--- config.mk ---
export PLATFORM = sky130hd
export DESIGN_NAME = mul_div_unit
export DESIGN_NICKNAME = d
export VERILOG_FILES = /design/src/rtl/mul_div_unit_pkg.sv /design/src/rtl/mul_div_unit_sign_fix.sv /design/src/rtl/mul_div_unit.sv
export SDC_FILE = /design/constraint.sdc
export NUM_CORES = 1
export LEC_CHECK = 0
export CAP_MARGIN = 25
export CORE_MARGIN = 4
export CORE_UTILIZATION = 54
export DETAILED_ROUTE_END_ITERATION = 10
export PLACE_DENSITY_LB_ADDON = 0.08
export SLEW_MARGIN = 20
export SYNTH_ARGS = -nofsm -noshare
export SYNTH_HDL_FRONTEND = slang
export SYNTH_SLANG_ARGS = --single-unit
--- constraint.sdc ---
create_clock -name clk -period 4.3 [get_ports clk]
set_clock_uncertainty 0.1 [all_clocks]
set_input_delay 0.86 -clock clk [delete_from_list [all_inputs] [get_ports clk]]
set_output_delay 0.86 -clock clk [all_outputs]
set_load 0.02 [all_outputs]
--- src/rtl/mul_div_unit_pkg.sv ---
// Shared definitions for the iterative multiply/divide unit: op codes,
// FSM state encoding and a small op-classification helper.
package mul_div_unit_pkg;

  localparam logic [2:0] MDU_MULT  = 3'd1;
  localparam logic [2:0] MDU_MULTU = 3'd2;
  localparam logic [2:0] MDU_DIV   = 3'd3;
  localparam logic [2:0] MDU_DIVU  = 3'd4;
  localparam logic [2:0] MDU_MTHI  = 3'd5;
  localparam logic [2:0] MDU_MTLO  = 3'd6;

  typedef enum logic [1:0] {
    ST_IDLE  = 2'd0,
    ST_MUL   = 2'd1,
    ST_DIV   = 2'd2,
    ST_FIXUP = 2'd3
  } mdu_state_t;

  // Signed ops work on magnitudes and fix the sign up at the end.
  function automatic logic op_is_signed(input logic [2:0] op);
    return (op == MDU_MULT) || (op == MDU_DIV);
  endfunction

endpackage

--- src/rtl/mul_div_unit_sign_fix.sv ---
// Conditional two's-complement negate. Used both to take operand
// magnitudes at accept time and to restore result signs in FIXUP.
module mul_div_unit_sign_fix #(
  parameter int WIDTH = 32
) (
  input  logic [WIDTH-1:0] i_val,
  input  logic             i_neg,
  output logic [WIDTH-1:0] o_val
);

  assign o_val = i_neg ? (~i_val + WIDTH'(1)) : i_val;

endmodule

--- src/rtl/mul_div_unit.sv ---
// Iterative MIPS-style multiply/divide unit with private HI/LO registers.
// MUL is radix-2 shift-add, DIV is restoring; both take DATA_WIDTH
// iteration edges plus one FIXUP edge that commits HI/LO.
module mul_div_unit
  import mul_div_unit_pkg::*;
#(
  parameter int DATA_WIDTH = 32
) (
  input  logic                  clk,
  input  logic                  reset,
  input  logic                  EX_MduStart,
  input  logic                  EX_Flush,
  input  logic [2:0]            EX_MduOp,
  input  logic [DATA_WIDTH-1:0] EX_OpA,
  input  logic [DATA_WIDTH-1:0] EX_OpB,
  output logic                  Mdu_Busy,
  output logic                  Mdu_Done,
  output logic [DATA_WIDTH-1:0] Mdu_Hi,
  output logic [DATA_WIDTH-1:0] Mdu_Lo
);

  localparam int DW = DATA_WIDTH;
  localparam int CW = $clog2(DATA_WIDTH);
  localparam logic [CW-1:0] LAST_ITER = CW'(DATA_WIDTH - 1);

  mdu_state_t      r_state;
  logic [CW-1:0]   r_count;
  logic            r_done;
  logic [DW-1:0]   r_hi;
  logic [DW-1:0]   r_lo;

  // Operand / accumulator datapath (no reset needed, only meaningful when busy)
  logic [2*DW-1:0] r_acc;
  logic [DW-1:0]   r_opnd;
  logic [DW-1:0]   r_orig_a;
  logic            r_sign_a;
  logic            r_sign_b;
  logic            r_is_div;
  logic            r_div0;

  logic            w_accept;
  logic            w_signed;
  logic            w_op_div;
  logic            w_op_mul;
  logic [DW-1:0]   w_abs_a;
  logic [DW-1:0]   w_abs_b;
  logic [DW:0]     w_mul_sum;
  logic [2*DW-1:0] w_mul_next;
  logic [DW:0]     w_rem_sh;
  logic            w_ge;
  logic [DW-1:0]   w_rem_sub;
  logic [DW-1:0]   w_rem_new;
  logic [2*DW-1:0] w_div_next;
  logic [2*DW-1:0] w_prod_fix;
  logic [DW-1:0]   w_quo_fix;
  logic [DW-1:0]   w_rem_fix;

  assign w_accept = EX_MduStart & ~EX_Flush & (r_state == ST_IDLE);
  assign w_signed = op_is_signed(EX_MduOp);
  assign w_op_div = (EX_MduOp == MDU_DIV) || (EX_MduOp == MDU_DIVU);
  assign w_op_mul = (EX_MduOp == MDU_MULT) || (EX_MduOp == MDU_MULTU);

  mul_div_unit_sign_fix #(.WIDTH(DW)) u_abs_a (
    .i_val(EX_OpA), .i_neg(w_signed & EX_OpA[DW-1]), .o_val(w_abs_a));
  mul_div_unit_sign_fix #(.WIDTH(DW)) u_abs_b (
    .i_val(EX_OpB), .i_neg(w_signed & EX_OpB[DW-1]), .o_val(w_abs_b));

  // Shift-add step: acc = {partial product, remaining multiplier bits}
  assign w_mul_sum  = {1'b0, r_acc[2*DW-1:DW]} + {1'b0, (r_acc[0] ? r_opnd : {DW{1'b0}})};
  assign w_mul_next = {w_mul_sum, r_acc[DW-1:1]};

  // Restoring step: acc = {remainder, remaining dividend bits / quotient bits}.
  // The subtraction result is below the divisor, so DW bits suffice.
  assign w_rem_sh   = {r_acc[2*DW-1:DW], r_acc[DW-1]};
  assign w_ge       = (w_rem_sh >= {1'b0, r_opnd});
  assign w_rem_sub  = w_rem_sh[DW-1:0] - r_opnd;
  assign w_rem_new  = w_ge ? w_rem_sub : w_rem_sh[DW-1:0];
  assign w_div_next = {w_rem_new, r_acc[DW-2:0], w_ge};

  mul_div_unit_sign_fix #(.WIDTH(2*DW)) u_fix_prod (
    .i_val(r_acc), .i_neg(r_sign_a ^ r_sign_b), .o_val(w_prod_fix));
  mul_div_unit_sign_fix #(.WIDTH(DW)) u_fix_quo (
    .i_val(r_acc[DW-1:0]), .i_neg(r_sign_a ^ r_sign_b), .o_val(w_quo_fix));
  mul_div_unit_sign_fix #(.WIDTH(DW)) u_fix_rem (
    .i_val(r_acc[2*DW-1:DW]), .i_neg(r_sign_a), .o_val(w_rem_fix));

  // Operand capture on accept, then one accumulator step per iteration edge
  always_ff @(posedge clk) begin
    if (w_accept) begin
      r_sign_a <= w_signed & EX_OpA[DW-1];
      r_sign_b <= w_signed & EX_OpB[DW-1];
      r_orig_a <= EX_OpA;
      r_div0   <= (EX_OpB == {DW{1'b0}});
      r_is_div <= w_op_div;
      if (w_op_div) begin
        r_opnd <= w_abs_b;
        r_acc  <= {{DW{1'b0}}, w_abs_a};
      end else begin
        r_opnd <= w_abs_a;
        r_acc  <= {{DW{1'b0}}, w_abs_b};
      end
    end else if (r_state == ST_MUL) begin
      r_acc <= w_mul_next;
    end else if (r_state == ST_DIV) begin
      r_acc <= w_div_next;
    end
  end

  // Control FSM with HI/LO commit and registered done pulse
  always_ff @(posedge clk) begin
    if (reset) begin
      r_state <= ST_IDLE;
      r_count <= '0;
      r_done  <= 1'b0;
      r_hi    <= '0;
      r_lo    <= '0;
    end else begin
      r_done <= 1'b0;
      case (r_state)
        ST_IDLE: begin
          if (w_accept) begin
            r_count <= '0;
            if (w_op_mul)                    r_state <= ST_MUL;
            else if (w_op_div)               r_state <= ST_DIV;
            else if (EX_MduOp == MDU_MTHI)   r_hi    <= EX_OpA;
            else if (EX_MduOp == MDU_MTLO)   r_lo    <= EX_OpA;
          end
        end
        ST_MUL, ST_DIV: begin
          if (r_count == LAST_ITER) begin
            r_count <= '0;
            r_state <= ST_FIXUP;
          end else begin
            r_count <= r_count + CW'(1);
          end
        end
        ST_FIXUP: begin
          if (r_is_div) begin
            if (r_div0) begin
              r_hi <= r_orig_a;
              r_lo <= {DW{1'b1}};
            end else begin
              r_hi <= w_rem_fix;
              r_lo <= w_quo_fix;
            end
          end else begin
            r_hi <= w_prod_fix[2*DW-1:DW];
            r_lo <= w_prod_fix[DW-1:0];
          end
          r_done  <= 1'b1;
          r_state <= ST_IDLE;
        end
        default: r_state <= ST_IDLE;
      endcase
    end
  end

  assign Mdu_Busy = (r_state != ST_IDLE);
  assign Mdu_Done = r_done;
  assign Mdu_Hi   = r_hi;
  assign Mdu_Lo   = r_lo;

endmodule

After elaboration in Yosys (flattened, before gate mapping)
Index checks and enable logic that the tools add are counted.

word-level totals
  register bits = 204
  word-level logic and storage cells = 100

operators by class
  add/subtract/negate cells = 8
  order comparisons = 1
  equal/unequal tests = 18
  mux-type cells = 36
  bitwise operators = 11
  reduce and logical (&&, ||, !) cells = 14

operators by type and width
  cell                     number
  $mux W32                 21
  $mux W64                 4
  $add A32 B1 Y32 const B  4
  $not A32 Y32             4
  $pmux W32 S2             2
  $add A64 B1 Y64 const B  1
  $not A64 Y64             1
  $add A32 B32 Y33         1
  $ge A33 B32 Y1           1
  $logic_not A32 Y1        1
  $sub A32 B32 Y32         1
  $mux W5                  2
  $ne A2 B2 Y1 const B     5
  $pmux W5 S2              1
  $eq A3 B3 Y1 const B     3
  $mux W2                  4
  $eq A3 B2 Y1 const B     2
  $pmux W2 S3              1
  $reduce_and A6 Y1        1
  $reduce_bool A2 Y1       3
  $add A5 B1 Y5 const B    1
  $eq A5 B5 Y1 const B     1
  $reduce_and A5 Y1        1
  $and A1 B1 Y1            4
  14 further kinds         18

Longest topological paths before layout
  depth in word-level cells = 7
  gate-level depth with buffers = 14
  mapped depth without buffers = 12

By module
Synthesis repeated with hierarchy kept, for this count alone.

second synthesis, totals
  cell total of the unflattened synthesis = 2,182
  area total of the unflattened synthesis = 18,536.5 µm²

by module, submodules not included
  module                                times used  cells an instance  area an instance (µm²)  sequential area each (µm²)
  mul_div_unit                          1           1,580              13,779.5                5,405.2
  mul_div_unit_sign_fix at u_abs_a ...  4           99                 777.0                   0.0
  mul_div_unit_sign_fix at u_fix_prod   1           206                1,649.1                 0.0

Worst setup path before layout
OpenSTA, ideal clock, no wires.

  kind = in2reg
  start = in EX_Flush
  end = reg r_acc[32] (data pin)
  library setup time = 370 ps
  arrival = 3,863 ps
  data required time = 3,830 ps
  path slack = -33 ps
  stages = 6
  path buffers = 2
  cells stage by stage = nand2b_1 -> or2_2 -> inv_1 -> clkbuf_1 -> buf_1 -> nor3_1

between the ends
  longest elaborated chain between the ends = 4

RTL lines
  element                     RTL line             text
  start, declared             mul_div_unit.sv:12   input logic EX_Flush,
  $not A1 Y1                  mul_div_unit.sv:58   assign w_accept = EX_MduStart & ~EX_Flush & (r_state == ST_IDLE);
  $and A1 B1 Y1 (2 in a row)  mul_div_unit.sv:58
  net w_accept                mul_div_unit.sv:41   logic w_accept;
  $mux W64                    mul_div_unit.sv:89   if (w_accept) begin
  end signal, assigned        mul_div_unit.sv:97   r_acc <= {{DW{1'b0}}, w_abs_a};
  end signal, assigned        mul_div_unit.sv:100  r_acc <= {{DW{1'b0}}, w_abs_b};
  end signal, assigned        mul_div_unit.sv:103  r_acc <= w_mul_next;
  end, declared               mul_div_unit.sv:33   logic [2*DW-1:0] r_acc;

The timed path passes the listed nets, and every way through them passes these cells.
A chain may end at the register's enable or synchronous reset.

Final worst setup path
  start = reg r_acc[32]
  end = reg r_acc[46] (data pin)

between the ends
  longest elaborated chain between the ends = 5
  elaborated cells between the ends (all ways) = 7

RTL lines
  element                                             RTL line                                text
  $sub A32 B32 Y32 or $ge A33 B32 Y1 (tied branches)  mul_div_unit.sv:76, mul_div_unit.sv:75
  $mux W32                                            mul_div_unit.sv:77                      assign w_rem_new = w_ge ? w_rem_sub : w_rem_sh[DW-1:0];
  $mux W64                                            mul_div_unit.sv:104                     end else if (r_state == ST_DIV) begin
  $mux W64 *                                          mul_div_unit.sv:102                     end else if (r_state == ST_MUL) begin
  $mux W64 *                                          mul_div_unit.sv:89

Mark *: on every way between the ends. The rest lies on a longest branch, timed or not. The select of a mux whose other input is x is not followed.

==> results_dict.tcl <==
set metrics [dict create \
    status "completed" \
    setup_ws_ns 0.1819 \
    relSlewSlack_pct 31.46 \
    route.detailed.drc 0 \
    yosysWarningCount 0 \
    start_util_pct 54.72 \
    crit_buf_inv 2 \
    clk_pin_slew_ns 0.06 \
    max_freq_mhz 242.8 \
    min_period_over_period_pct 95.77 \
    syn_inst 2051 \
    vias_per_cell 6.650 \
    grt_pass1_vias 16460 \
    wl_per_cell_um 25.06 \
    wirelength_met1_um 26090 \
    async_flop_share_pct 0 \
    crit_start "r_acc[32]" \
    synth_fp_nets 2198 \
    slowest_delay_ns 0.54 \
    period_needed_ns 4.118 \
    syn_area_um2 16740 \
    ys_seq_area_share_pct 32.29 \
    rows 64 \
    met2WireLength_um 29300 \
    finalSetupViolations 0 \
    drt_iter0_markers 2542 \
    cts_setup_buffers 0 \
    cts_hold_buf 0 \
    start_kind "register" \
    drv_cap 0 \
    dr_total_vias 17440 \
    synth_area_leader_cell "edfxtp_1" \
    coreArea_um2 30590 \
    crit_chain "ha_1 > nor2b_1 > o2111ai_1 > a21oi_1 > o21ai_0 > a21boi_1 > o211a_1 > nor2_1 > buf_12 > buf_4 > nand2_1 > a311oi_1" \
    nets 2354 \
    io_pins 137 \
    drive_gt1_share_pct 9.169 \
    ir_worst_vdd_mv 0.5721 \
    leakagePower_nw 7.369 \
    cts_tree "yes" \
    utilization_pct 65.13 \
    die_area_um2 33880 \
    most-common-layout-cells "nand2_1 (244), a21oi_1 (224), nor2_1 (181)" \
    ys.flop_type "edfxtp_1" \
    power.total_mw 14.02 \
    hold_start "Mdu_Lo[23]" \
    r2r_slack_ns 0.18 \
    cp_max_fo 7 \
    fin_tns_setup_ns 0 \
    cts_sinks 204 \
    grt_max_degree 86 \
    grt_pass1_wl_um 98390 \
    synth-edff-count 132 \
    place_ws_ns 0.1404 \
    rsz0062_at_grt "no" \
    io_buffers 136 \
    tightest_slew_ns 1.028 \
    drt_first_pass_iters 6 \
    timing.rr.start "r_acc[32]" \
    critPathKind "reg2reg" \
    root_buffer "clkbuf_16" \
    crit_family "compound AO/OA/AOI/OAI gates" \
    wirelength_um 65710 \
    htree_levels 1 \
    cts_buffers 25 \
    grt_use_total_pct 37.30 \
    required_ns 4.51 \
    cp_slowest_cell "o21ai_0" \
    place_congestion 1.027 \
    die_w_um 184.1 \
    ant_nets 0 \
    cp.arrival_ns 4.33 \
    syn2layout_area_growth_pct 19.03 \
    cts_resized 0 \
    synth.area.top_cells "edfxtp_1 (24%), dfxtp_1 (8.6%), a21oi_1 (6.7%), ha_1 (5.5%), nand2_1 (5.5%)" \
    maxSlewViolCount 0 \
    synth_top_area_share_pct 23.68 \
    hpwlAfterDp_um 49970 \
    top_layer "met4" \
    clk_latency_ns 0.55 \
    final_common_cell "nand2_1" \
    grt_overflow 0 \
    worstSetupEndpointType "register" \
    die_y_um 184.1 \
    power_density_nw_per_um2 703.8 \
    hold_path.class "reg2reg" \
    antenna_found_initial 5 \
    syn_avg_cell_area_um2 8.161 \
    cts_buffer_depth 3 \
    yosysUniqueCellTypes 80 \
    ys_ff_latch 204 \
    hold_viol 0 \
    met3_length_um 6943 \
]
-- area by class of cell --
type | count | area (µm²)
fillers | 2669 | 10670
clock inverters | 11 | 113.9
flip-flops and latches | 204 | 5405
well taps | 396 | 495.5
multi-input cells | 1648 | 10620
repair buffers | 253 | 2276
diodes | 1 | 2.502
clock buffers | 34 | 726.9
inverters | 75 | 284.0
-- cells in the mapped netlist, types with 11 or more instances --
library cell,number
nand2_1,244
a21oi_1,224
nor2_1,181
edfxtp_1,132
o21ai_0,118
clkbuf_1,111
xnor2_1,99
inv_1,75
ha_1,74
dfxtp_1,72
mux2i_1,70
xor2_1,66
nor3_1,48
o221ai_1,36
nand3_1,34
a211oi_1,31
o211ai_1,31
a21o_1,28
a31oi_1,25
or3_1,20
and3_1,19
o31ai_1,19
or4_1,19
a311oi_1,18
nand2b_1,15
nand4_1,14
nor2b_1,14
or2_2,13
nor4_1,12
o21a_1,12
and2_1,11
-- layer usage --
metal | GRT usage [%] | vias to the layer above
met1 | 51.33 | 8260
met3 | 6.569 | 229
met5 | 0 | -
li1 | - | 7932
met2 | 58.10 | 1015
met4 | 15.68 | 0
-- worst paths after layout --
| check | end | cells past startpoint |
|---|---|---|
| max | r_acc[46] | 12 |
| min | Mdu_Lo[23] | 2 |
| max reg2reg | r_acc[46] | 12 |
| min reg2reg | Mdu_Lo[23] | 2 |
-- flip-flops by register name, summed over array words and instances, names as in the netlist --
register	cells
Mdu_Done	1
Mdu_Hi	32
Mdu_Lo	32
r_acc	64
r_count	5
r_div0	1
r_is_div	1
r_opnd	32
r_orig_a	32
r_sign_a	1
r_sign_b	1
r_state	2
-- stage by stage --
step                      std cells  instance area (µm²)  hold WS, ns
after floorplan                2051                16740       0.3603
after global placement         2575                19070       0.3425
after detailed placement       2576                19080       0.3436
after CTS                      2621                19920       0.3513
after global routing           2621                19920       0.3712
final                          2622                19920       0.3496
-- power breakdown --
group | switching (mW) | internal (mW) | total [mW]
logic | 5.08 | 3.18 | 8.27
clock network | 0.896 | 1.31 | 2.20
registers | 0.622 | 2.93 | 3.55
total | 6.60 | 7.42 | 14.0
-- worst min-delay path, cell delays in order (launching register included) --
cell     delay (ns)
dfxtp_1        0.31
nand2_1        0.05
a21oi_1        0.05
-- cell families (layout without fill, tap and decap cells) --
| group | after synthesis | in the layout | synth area share, % |
|---|---|---|---|
| AOI/OAI and AO/OA | 658 | 658 | 25.42 |
| xor gates and xnor gates | 165 | 165 | 8.634 |
| adders and majority gates | 76 | 76 | 5.771 |
| buffers and inverters | 199 | 373 | 4.493 |
| other | 0 | 1 | 0 |
| DFF | 204 | 204 | 32.29 |
| muxes | 74 | 74 | 4.455 |
| and+or+nand+nor | 675 | 675 | 18.94 |
No activity file was read; power rests on OpenSTA's default activity.
